## src/rtl/lsu_pkg.sv

```systemverilog
// +----------------------------------------------------------------------------+
// | lsu_pkg: size/state encodings and helpers for the load/store unit          |
// | Rev 1.0 - initial release                                                  |
// +----------------------------------------------------------------------------+
`default_nettype none

package lsu_pkg;

  localparam logic [1:0] SZ_B = 2'b00;
  localparam logic [1:0] SZ_H = 2'b01;
  localparam logic [1:0] SZ_W = 2'b10;

  typedef enum logic [0:0] {
    ST_IDLE = 1'b0,
    ST_BUS  = 1'b1
  } lsu_state_e;

  // Bits needed to count up to and including n.
  function automatic int cnt_width(input int n);
    return $clog2(n + 1);
  endfunction

endpackage

`default_nettype wire

```

## src/rtl/lsu_align.sv

```systemverilog
// +----------------------------------------------------------------------------+
// | lsu_align: byte-lane placement for stores, extraction/extension for loads  |
// | Rev 1.0 - initial release                                                  |
// +----------------------------------------------------------------------------+
`default_nettype none

module lsu_align
  import lsu_pkg::*;
(
  input  logic [1:0]  st_addr_lo,
  input  logic [1:0]  st_size,
  input  logic [31:0] st_data,
  output logic [3:0]  st_be,
  output logic [31:0] st_lane,
  output logic        st_aligned,
  input  logic [1:0]  ld_addr_lo,
  input  logic [1:0]  ld_size,
  input  logic        ld_unsigned,
  input  logic [31:0] ld_rdata,
  output logic [31:0] ld_value
);

  logic [31:0] ld_shifted;

  always_comb begin
    st_be      = 4'b1111;
    st_lane    = st_data;
    st_aligned = (st_addr_lo == 2'b00);
    case (st_size)
      SZ_B: begin
        st_be      = 4'b0001 << st_addr_lo;
        st_lane    = {4{st_data[7:0]}};
        st_aligned = 1'b1;
      end
      SZ_H: begin
        st_be      = st_addr_lo[1] ? 4'b1100 : 4'b0011;
        st_lane    = {2{st_data[15:0]}};
        st_aligned = ~st_addr_lo[0];
      end
      SZ_W, 2'b11: begin
        st_be      = 4'b1111;
        st_lane    = st_data;
        st_aligned = (st_addr_lo == 2'b00);
      end
      default: ;
    endcase
  end

  always_comb begin
    ld_shifted = ld_rdata >> {ld_addr_lo, 3'b000};
    ld_value   = ld_rdata;
    case (ld_size)
      SZ_B:        ld_value = {{24{~ld_unsigned & ld_shifted[7]}}, ld_shifted[7:0]};
      SZ_H:        ld_value = {{16{~ld_unsigned & ld_shifted[15]}}, ld_shifted[15:0]};
      SZ_W, 2'b11: ld_value = ld_rdata;
      default:     ;
    endcase
  end

endmodule

`default_nettype wire

```

## src/rtl/load_store_unit.sv

```systemverilog
// +----------------------------------------------------------------------------+
// | load_store_unit: memory-stage load/store responder with ready handshake    |
// | Optional: define LSU_TIMEOUT_EN to abort BUS after TIMEOUT_CYCLES waits    |
// | Rev 1.0 - initial release                                                  |
// +----------------------------------------------------------------------------+
`default_nettype none

module load_store_unit
  import lsu_pkg::*;
#(
  parameter int TIMEOUT_CYCLES = 16
) (
  input  logic        clk,
  input  logic        rst,
  input  logic        load,
  input  logic        wr_en,
  input  logic [31:0] mem_addr,
  input  logic [31:0] store_data,
  input  logic [1:0]  size,
  input  logic        unsigned_ld,
  output logic        stall,
  output logic        done,
  output logic [31:0] ld_data,
  output logic        misalign_err,
  output logic        bus_err,
  output logic        mem_req,
  output logic        mem_we,
  output logic [31:0] mem_addr_o,
  output logic [31:0] mem_wdata,
  output logic [3:0]  mem_be,
  input  logic        mem_ready,
  input  logic [31:0] mem_rdata
);

  lsu_state_e  state_q, state_d;
  logic        we_q, we_d;
  logic [31:0] addr_q, addr_d;
  logic [1:0]  size_q, size_d;
  logic        uns_q, uns_d;
  logic [31:0] wdata_q, wdata_d;
  logic [3:0]  be_q, be_d;
  logic        done_q, done_d;
  logic [31:0] ld_data_q, ld_data_d;
  logic        misalign_q, misalign_d;

  logic [3:0]  st_be;
  logic [31:0] st_lane;
  logic        st_aligned;
  logic [31:0] ld_value;
  logic        req;
  logic        in_bus;

`ifdef LSU_TIMEOUT_EN
  localparam int CNT_W = cnt_width(TIMEOUT_CYCLES);
  logic [CNT_W-1:0] cnt_q, cnt_d;
  logic             bus_err_q, bus_err_d;
`endif

  lsu_align u_align (
    .st_addr_lo  (mem_addr[1:0]),
    .st_size     (size),
    .st_data     (store_data),
    .st_be       (st_be),
    .st_lane     (st_lane),
    .st_aligned  (st_aligned),
    .ld_addr_lo  (addr_q[1:0]),
    .ld_size     (size_q),
    .ld_unsigned (uns_q),
    .ld_rdata    (mem_rdata),
    .ld_value    (ld_value)
  );

  assign req    = load | wr_en;
  assign in_bus = (state_q == ST_BUS);

  always_comb begin
    state_d    = state_q;
    we_d       = we_q;
    addr_d     = addr_q;
    size_d     = size_q;
    uns_d      = uns_q;
    wdata_d    = wdata_q;
    be_d       = be_q;
    ld_data_d  = ld_data_q;
    done_d     = 1'b0;
    misalign_d = 1'b0;
`ifdef LSU_TIMEOUT_EN
    cnt_d      = cnt_q;
    bus_err_d  = 1'b0;
`endif
    case (state_q)
      ST_IDLE: begin
        if (req) begin
          if (st_aligned) begin
            // load wins when both are requested, so the op is a store only without load
            state_d = ST_BUS;
            we_d    = ~load;
            addr_d  = mem_addr;
            size_d  = size;
            uns_d   = unsigned_ld;
            wdata_d = load ? 32'h0 : st_lane;
            be_d    = st_be;
`ifdef LSU_TIMEOUT_EN
            cnt_d   = '0;
`endif
          end else begin
            misalign_d = 1'b1;
          end
        end
      end
      ST_BUS: begin
        if (mem_ready) begin
          state_d = ST_IDLE;
          done_d  = 1'b1;
          if (!we_q) ld_data_d = ld_value;
        end
`ifdef LSU_TIMEOUT_EN
        else if (cnt_q == CNT_W'(TIMEOUT_CYCLES - 1)) begin
          state_d   = ST_IDLE;
          bus_err_d = 1'b1;
        end else begin
          cnt_d = cnt_q + 1'b1;
        end
`endif
      end
      default: state_d = ST_IDLE;
    endcase
  end

  always_ff @(posedge clk) begin
    if (rst) begin
      state_q    <= ST_IDLE;
      we_q       <= 1'b0;
      addr_q     <= 32'h0;
      size_q     <= 2'b00;
      uns_q      <= 1'b0;
      wdata_q    <= 32'h0;
      be_q       <= 4'h0;
      done_q     <= 1'b0;
      ld_data_q  <= 32'h0;
      misalign_q <= 1'b0;
    end else begin
      state_q    <= state_d;
      we_q       <= we_d;
      addr_q     <= addr_d;
      size_q     <= size_d;
      uns_q      <= uns_d;
      wdata_q    <= wdata_d;
      be_q       <= be_d;
      done_q     <= done_d;
      ld_data_q  <= ld_data_d;
      misalign_q <= misalign_d;
    end
  end

`ifdef LSU_TIMEOUT_EN
  always_ff @(posedge clk) begin
    if (rst) begin
      cnt_q     <= '0;
      bus_err_q <= 1'b0;
    end else begin
      cnt_q     <= cnt_d;
      bus_err_q <= bus_err_d;
    end
  end
  assign bus_err = bus_err_q;
`else
  assign bus_err = 1'b0;
`endif

  // Bus-side outputs are forced to zero outside BUS so idle/reset shows a quiet bus.
  assign mem_req      = in_bus;
  assign mem_we       = in_bus & we_q;
  assign mem_addr_o   = in_bus ? {addr_q[31:2], 2'b00} : 32'h0;
  assign mem_wdata    = in_bus ? wdata_q : 32'h0;
  assign mem_be       = in_bus ? be_q : 4'h0;
  assign stall        = ((state_q == ST_IDLE) & req & st_aligned) | in_bus;
  assign done         = done_q;
  assign ld_data      = ld_data_q;
  assign misalign_err = misalign_q;

endmodule

`default_nettype wire

```

## config.mk

```make
export PLATFORM = sky130hd
export DESIGN_NAME = load_store_unit
export DESIGN_NICKNAME = d
export VERILOG_FILES = /design/src/rtl/lsu_pkg.sv /design/src/rtl/lsu_align.sv /design/src/rtl/load_store_unit.sv
export SDC_FILE = /design/constraint.sdc
export NUM_CORES = 1
export LEC_CHECK = 0
export ABC_AREA = 1
export BUFFER_PORTS_ARGS = -buffer_cell sky130_fd_sc_hd__buf_4
export CORE_UTILIZATION = 45
export CTS_CLUSTER_SIZE = 28
export DETAILED_ROUTE_END_ITERATION = 12
export PLACE_DENSITY = 0.82
export SLEW_MARGIN = 20
export SYNTH_ARGS = -nofsm -noshare
export SYNTH_HDL_FRONTEND = slang
export SYNTH_SLANG_ARGS = --single-unit
```

## constraint.sdc

```tcl
create_clock -name clk -period 2.25 [get_ports clk]
set_clock_uncertainty 0.05 [all_clocks]
set_input_delay 0.225 -clock clk [delete_from_list [all_inputs] [get_ports clk]]
set_output_delay 0.225 -clock clk [all_outputs]
set_load 0.02 [all_outputs]
```

Yosys cells after proc, flatten, opt, wreduce, memory -nomap -nowiden
Cells that the tools add are included.
{"block": "classes", "reduce_logical": 9, "bitwise_logic": 13, "n_shift": 2, "n_mux": 15, "n_eq_ne": 6}
{"op": "$pmux W32 S3", "n": 2}
{"op": "$mux W32", "n": 3}
{"op": "$shr A32 B5 Y16", "n": 1}
{"op": "$pmux W4 S3", "n": 1}
{"op": "$eq A2 B2 Y1 const B", "n": 4}
{"op": "$mux W4", "n": 2}
{"op": "$logic_not A2 Y1", "n": 3}
{"op": "$not A1 Y1", "n": 6}
{"op": "$reduce_and A3 Y1", "n": 2}
{"op": "$reduce_or A2 Y1", "n": 3}
{"op": "$and A1 B1 Y1", "n": 5}
{"op": "$mux W1", "n": 5}
{"op": "$eq A2 B1 Y1 const B", "n": 2}
{"op": "$shl A1 B2 Y4 const A", "n": 1}
{"op": "$pmux W1 S3", "n": 1}
{"op": "$reduce_or A3 Y1", "n": 1}
{"op": "$or A1 B1 Y1", "n": 2}
{"op": "$pmux W1 S2", "n": 1}
{"block": "word_totals", "register_bits": 107, "wordCells": 55}

Logic depth before layout (Yosys ltp)
Gate-level depths: netlist of run 1.
{"block": "depth", "ltp_word": 6, "ltp_mapped": 9, "mapped_depth_nobuf": 8}

Cells and area by module
Synthesis of run 1 repeated with hierarchy kept, for this count alone.
{"block": "hier_totals", "hier_cells": 1074, "area_unflattened_um2": 6348.6}
{"mod": "load_store_unit", "area_each_um2": 4959.8, "cells_each": 775, "instances": 1}
{"mod": "lsu_align", "area_each_um2": 1388.8, "cells_each": 299, "instances": 1}

Least setup slack after synthesis of run 1
Ideal clock, no wire load.
{"block": "synth_path", "path_type": "flip-flop to flip-flop", "from": "reg state_q (netlist: mem_req)", "to": "reg ld_data_q[29] (netlist: ld_data[29])", "setup_slack_ps": 755, "setup_ps": 109, "t_arrival_ps": 1336, "period_less_slack_ps": 1495, "path_buffers": 2, "path_stages_with_launch": 8, "required_time_ps": 2091, "cell_sequence": "dfxtp_1 -> buf_2 -> nand3_1 -> clkbuf_1 -> a21oi_1 -> nand3_1 -> nand2_1 -> inv_1"}
{"block": "synth_between", "elab_chain_cells": 1}
{"item": "from (decl)", "line_no": "load_store_unit.sv:35", "text": "lsu_state_e state_q, state_d;"}
{"item": "from (signal assigned)", "line_no": "load_store_unit.sv:143", "text": "state_q <= state_d;"}
{"item": "$reduce_and A3 Y1 (no line)"}
{"item": "to (signal assigned)", "line_no": "load_store_unit.sv:151", "text": "ld_data_q <= ld_data_d;"}
{"item": "to (decl)", "line_no": "load_store_unit.sv:43", "text": "logic [31:0] ld_data_q, ld_data_d;"}
Every way passes these cells.
A chain may end at the register's enable or synchronous reset.

Worst setup path after layout of run 1
{"block": "layout_path", "from": "reg addr_q[1]", "to": "reg ld_data_q[30] (netlist: ld_data[30])"}
{"block": "layout_between", "elab_chain_cells": 3}
{"item": "from (decl)", "line_no": "load_store_unit.sv:37", "text": "logic [31:0] addr_q, addr_d;"}
{"item": "from (signal assigned)", "line_no": "load_store_unit.sv:145", "text": "addr_q <= addr_d;"}
{"item": "$shr A32 B5 Y16 *", "line_no": "lsu_align.sv:50", "text": "ld_shifted = ld_rdata >> {ld_addr_lo, 3'b000};"}
{"item": "$and A1 B1 Y1 (on tied branches)", "line_no": "lsu_align.sv:54, lsu_align.sv:53"}
{"item": "$pmux W32 S3 *", "line_no": "lsu_align.sv:52", "text": "case (ld_size)"}
Every way passes the cells marked *; elsewhere a longest branch is shown, timed or not.

==> impl_metrics.csv, run 1 <==
group,metric,value,unit
power,finalPower,4.85,mW
clock_tree,cts_root_buf,"clkbuf_16",
route,ant_nets,0,
placed_design,placed_area,7040,um2
yosys,synth.distinct_cells,27,
route,vias,6044,
worst_setup_path,crit_path_cell_trace,"inv_1 > nand3_1 > nand4_2 > buf_4 > nand3_1 > nand2_1 > inv_1",
worst_setup_path,crit_start,"addr_q[1]",
worst_setup_path,r2r_slack,0.34,ns
timing,period_share,85.0,%
worst_setup_path,ff2ff_path_depth,7,
finish,final_core_util,61.2,%
clock_tree,numCtsBuffers,9,
worst_setup_path,worstSetupEndpointType,"flip-flop",
worst_setup_path,critPathKind,"reg -> reg",
clock_tree,clk_pin_slew,0.07,ns
clock_tree,cts_tree,"yes",
worst_setup_path,cpMaxStageDelayCell,"dfxtp_1",
yosys,syn_avg_cell_area,6.25,um2
status,status,"finished clean",
finish,finalInstanceArea,7350,um2
route,routed_wl,16100,um
worst_setup_path,path_max_fanout,18,
finish,layoutNonFillerInstCount,1208,
worst_setup_path,cp.required,2.50,ns
worst_setup_path,endpoint,"ld_data[30]",
grt,grt_pass1_wl,25200,um
timing,hold_violations,0,
placed_design,numPlacedInstances,1192,
clock_tree,cts_resized,0,
grt,grt.total_usage,24.8,%
power,cellLeakagePower,4.08,nW
placed_design,gp_congestion,0.935,
clock_tree,cts_sinks,107,
timing,setup_viol_count_final,0,
clock_tree,cts_hold_buf,0,
worst_hold_path,hold_path.class,"in -> reg",
route,drc,0,
floorplan,initial_core_util,46.0,%
timing,max_clock_freq,0.523,GHz
finish,diodes,0,
yosys,syn_inst,884,
floorplan,die-area,12700,um2
grt,grt_pass1_vias,5207,
grt,gr-total-overflow,0,
yosys,synth.yosys.warnings,0,
clock_tree,clk_path_buf_depth,2,
floorplan,die_y,113,um
floorplan,die-width,113,um
run,cap_violations,0,
timing,slew_viol_final,0,
yosys,synthesis.area,5530,um2
yosys,ys_ff_latch,107,
worst_setup_path,r2r-end,"ld_data[30]",
yosys,seq_area_frac_synth,38.8,%
power,peakVddDrop,355,uV
finish,fillers,1177,
worst_setup_path,cp.arrival,2.16,ns
clock_tree,clk_latency,0.36,ns
floorplan,core-area,12000,um2
floorplan,rows,40,
finish,final_nets,1160,
finish,drive_above_1_share,23.3,%
timing,period_needed,1.91,ns
floorplan,num_io_pins,210,
placed_design,numPortBuffers,206,
route,dr.pass1.iters,5,
power,pwr_density_cell,659,nW/um2
grt,grt_antenna_before_repair,0,
worst_setup_path,crit-reg2reg-launch,"addr_q[1]",
route,drt-initial-drc-count,452,
clock_tree,cts-htree-levels,3,
route,avgRoutedWirePerCell,13.3,um
timing,rsz0062_at_grt,"no",
placed_design,place_hpwl,11600,um
clock_tree,postCtsSetupBuffers,0,
timing,fin_tns_setup,0,ns
route,viasPerCell,5.00,
grt,grt_max_degree,63,
timing,slew_headroom,56.6,%
finish,area_delta_synth_final,33.1,%
worst_setup_path,max_stage_delay,0.68,ns
worst_setup_path,worst_setup_path_start_kind,"flip-flop",
timing,worstMarginPinSlew,0.650,ns
worst_hold_path,holdPathStages,3,
cells by family after synthesis:
logic type / Yosys count / share of synthesized area, %
AND/OR/NAND/NOR: 433 / 32.3
buffers and inverters: 186 / 14.5
AO/OA/AOI/OAI: 157 / 14.4
flip-flops: 107 / 38.8
other: 1 / 0.0679
through the flow:
step                worst slack [ns]  hold slack [ns]
detailed placement             0.372            0.406
floorplan                      0.755            0.308
CTS                            0.343           0.0517
global route                   0.159           0.0711
global placement               0.444            0.403
finish                         0.338           0.0578
cell type report:
cell class / instances / area [um2] / share of cell area, %
clock inverter: 6 / 71.3 / 0.970
inverter: 127 / 479 / 6.52
tap: 147 / 184 / 2.50
clock buffer: 10 / 239 / 3.25
timing repair buffer: 218 / 1650 / 22.4
sequential: 107 / 2140 / 29.1
multi-input combinational: 593 / 2590 / 35.2
registers in the layout, indices dropped and copies added, names as in the netlist:
register / flops
size_q: 2
ld_data: 32
done: 1
uns_q: 1
be_q: 4
mem_req: 1
wdata_q: 32
misalign_err: 1
addr_q: 32
we_q: 1
cells in the mapped netlist (all sizes together):
master  instances  area [um2]
nor2          144         583
buf            39         249
clkbuf         20        75.1
a22oi           2        15.0
nand2         226         872
nand3          60         305
dfxtp         107        2140
nand4           1        12.5
o21a            1        7.51
o21ai          70         350
nor4            1        6.26
a21oi          84         420
conb            1        3.75
inv           127         479
nor3            1        5.00
layer usage:
metal / vias up / global-route usage, % / wire length (um)
met4: 0 / 10.3 / 352
met5: - / 0 / 0
met2: 255 / 41.8 / 7720
met3: 27 / 4.02 / 1130
li1: 3054 / - / -
met1: 2708 / 31.7 / 6890
cells in the final DEF, fill, tap and decap left out, drive strengths merged, types with 2 or more instances in the layout:
cell type,count
nor2,144
clkinv,2
nand2,226
a21oi,84
clkbuf,10
inv,129
o21ai,70
nand3,60
dfxtp,107
a22oi,2
conb,3
buf,218
how the worst min path moves through the flow:
| stage | from | end | slack, ns |
|---|---|---|---|
| finish | mem_addr[30] | addr_q[30] | 0.06 |
| global route | mem_addr[30] | addr_q[30] | 0.07 |
| CTS | mem_addr[25] | addr_q[25] | 0.05 |
| detailed placement | wdata_q[25] | wdata_q[25] | 0.41 |
| global placement | wdata_q[18] | wdata_q[18] | 0.40 |
| floorplan | mem_ready | done | 0.31 |
report_power, final:
part	switching [mW]	leakage, nW	internal, mW	total, mW
clock	0.751	0.151	0.906	1.66
combinational	0.656	3.05	0.419	1.08
sequential	0.0808	0.877	2.03	2.11
total	1.49	4.08	3.36	4.85
critical path: cells and delay by family (launching register included):
family	cells	cell delay, ns
flops	1	0.68
simple gates	4	0.63
buf+inv	3	0.50
Power figures use the tool's default switching activity.
==> inputs of run 2 (changes only) <==
--- a/config.mk
+++ b/config.mk
@@ -10,7 +10,7 @@
 export CORE_UTILIZATION = 45
 export CTS_CLUSTER_SIZE = 28
 export DETAILED_ROUTE_END_ITERATION = 12
-export PLACE_DENSITY = 0.82
+export PLACE_DENSITY = 0.85
 export SLEW_MARGIN = 20
 export SYNTH_ARGS = -nofsm -noshare
 export SYNTH_HDL_FRONTEND = slang
==> constraint.sdc (replaced) <==
create_clock -name clk -period 1.6 [get_ports clk]
set_clock_uncertainty 0.05 [all_clocks]
set_input_delay 0.16 -clock clk [delete_from_list [all_inputs] [get_ports clk]]
set_output_delay 0.16 -clock clk [all_outputs]
set_load 0.02 [all_outputs]
==> run 2 against run 1 <==
Via count is 1.9% higher. Setup slack worse by 0.27 ns. Final cell count increased by 1.7%. Cell area up 2.6%. Register-to-register slack worse by 0.19 ns. Wire length rose by 1.3%. Clock power increased by 40%. Sequential power increased by 41%. Largest cell class unchanged. Highest routed layer unchanged.
==> impl_metrics.csv, run 2 (same netlist as run 1, synthesis figures left out) <==
group,metric,value,unit
timing,period_needed,1.53,ns
worst_setup_path,worst_setup_path_start_kind,"flip-flop",
clock_tree,cts_tree,"yes",
clock_tree,postCtsSetupBuffers,0,
status,status,"finished clean",
route,routed_wl,16300,um
placed_design,numPortBuffers,206,
route,vias,6159,
clock_tree,cts-htree-levels,3,
floorplan,die_y,113,um
worst_setup_path,critPathKind,"reg -> out",
power,cellLeakagePower,4.18,nW
route,ant_nets,0,
run,cap_violations,0,
worst_setup_path,r2r-end,"ld_data[3]",
clock_tree,clk_path_buf_depth,2,
grt,grt_pass1_vias,5521,
timing,holdWs,0.00664,ns
timing,worstMarginPinSlew,0.652,ns
worst_hold_path,min_to,"addr_q[26]",
floorplan,die-width,113,um
finish,final_nets,1180,
timing,max_clock_freq,0.654,GHz
clock_tree,cts_root_buf,"clkbuf_16",
placed_design,place_hpwl,12000,um
timing,slew_viol_final,0,
route,drc,0,
worst_setup_path,cp.required,1.39,ns
timing,slew_headroom,56.5,%
finish,diodes,0,
route,drt-initial-drc-count,510,
worst_hold_path,holdPathStages,3,
clock_tree,cts_sinks,107,
placed_design,gp_congestion,0.975,
timing,fin_tns_setup,0,ns
clock_tree,numCtsBuffers,9,
floorplan,num_io_pins,210,
worst_setup_path,r2r_slack,0.15,ns
finish,final_cell_mix,"buf_4, nand2_1, nor2_1, inv_1, dfxtp_1",
floorplan,rows,40,
finish,area_delta_synth_final,36.6,%
clock_tree,clk_pin_slew,0.08,ns
worst_setup_path,worstSetupEndpointType,"primary output",
grt,grt_pass1_wl,26200,um
floorplan,die-area,12700,um2
route,dr.pass1.iters,5,
route,avgRoutedWirePerCell,13.3,um
worst_setup_path,path_max_fanout,27,
grt,grt.total_usage,25.6,%
floorplan,core-area,12000,um2
grt,gr-total-overflow,0,
worst_setup_path,ff2ff_path_depth,6,
timing,setup_viol_count_final,0,
route,viasPerCell,5.02,
timing,hold_violations,0,
worst_hold_path,hold_path.class,"in -> reg",
floorplan,initial_core_util,46.0,%
worst_setup_path,crit-reg2reg-launch,"addr_q[0]",
power,pwr_density_cell,912,nW/um2
timing,rsz0062_at_grt,"no",
worst_hold_path,hp-start,"mem_addr[26]",
grt,grt_max_degree,46,
power,peakVddDrop,461,uV
finish,drive_above_1_share,24.1,%
finish,final_common_cell,"buf_4",
timing,period_share,95.6,%
worst_setup_path,cp.arrival,1.32,ns
grt,grt_antenna_before_repair,0,
clock_tree,clk_latency,0.35,ns
run 2: power breakdown:
group / internal [mW] / switching, mW
Sequential: 2.86 / 0.109
Combinational: 0.654 / 0.947
Clock: 1.25 / 1.07
Total: 4.76 / 2.13
run 2: layer usage:
metal  part of all wire [%]  track usage (%)
met1                     42             31.6
met5                      0                0
met2                     47             43.9
met4                    2.6             10.7
met3                    8.4             4.61
run 2: area by class of cell:
type	count	area (um2)
inverter	127	479
timing repair buffer	238	1840
fill	1127	4460
clock inverter	6	81.3
multi-input combinational	593	2590
sequential	107	2150
clock buffer	10	229
tap	147	184
run 2: repair_timing:
action | CTS | global route
endpoints found under the hold margin | 5 | 0
pin swaps | 0 | 0
resized for setup | 2 | 3
hold buffers | 5 | 0
setup endpoints to repair | 8 | 40
run 2: worst max path at each step:
stage	startpoint	to	slack [ns]	cells past startpoint
6_report	mem_req	stall	0.07	4
3_5_place_dp	size[0]	size_q[1]	0.08	8
2_1_floorplan	mem_req	ld_data[29]	0.11	7
3_3_place_gp	size[0]	size_q[0]	0.08	8
5_1_grt	mem_req	stall	0.007	4
4_1_cts	mem_req	mem_addr_o[11]	0.002	4
run 2: per-stage QoR:
step / worst slack, ns / area (um2) / power (mW) / instances / utilization, %
after global routing: 0.00735 / 7550 / 7.23 / 1228 / 62.8
after CTS: 0.00206 / 7540 / 6.91 / 1228 / 62.7
after detailed placement: 0.0773 / 7170 / 4.60 / 1207 / 59.7
after global placement: 0.0833 / 7170 / 4.57 / 1207 / 59.7
final: 0.0706 / 7550 / 6.89 / 1228 / 62.8
after floorplan: 0.105 / 5530 / 3.99 / 886 / -
run 2: worst max-delay path: stages (launching register included):
cell and delay [ns]:
dfxtp_4 0.39, nor2_4 0.17, nand2_8 0.15, nand2_1 0.11, buf_4 0.14
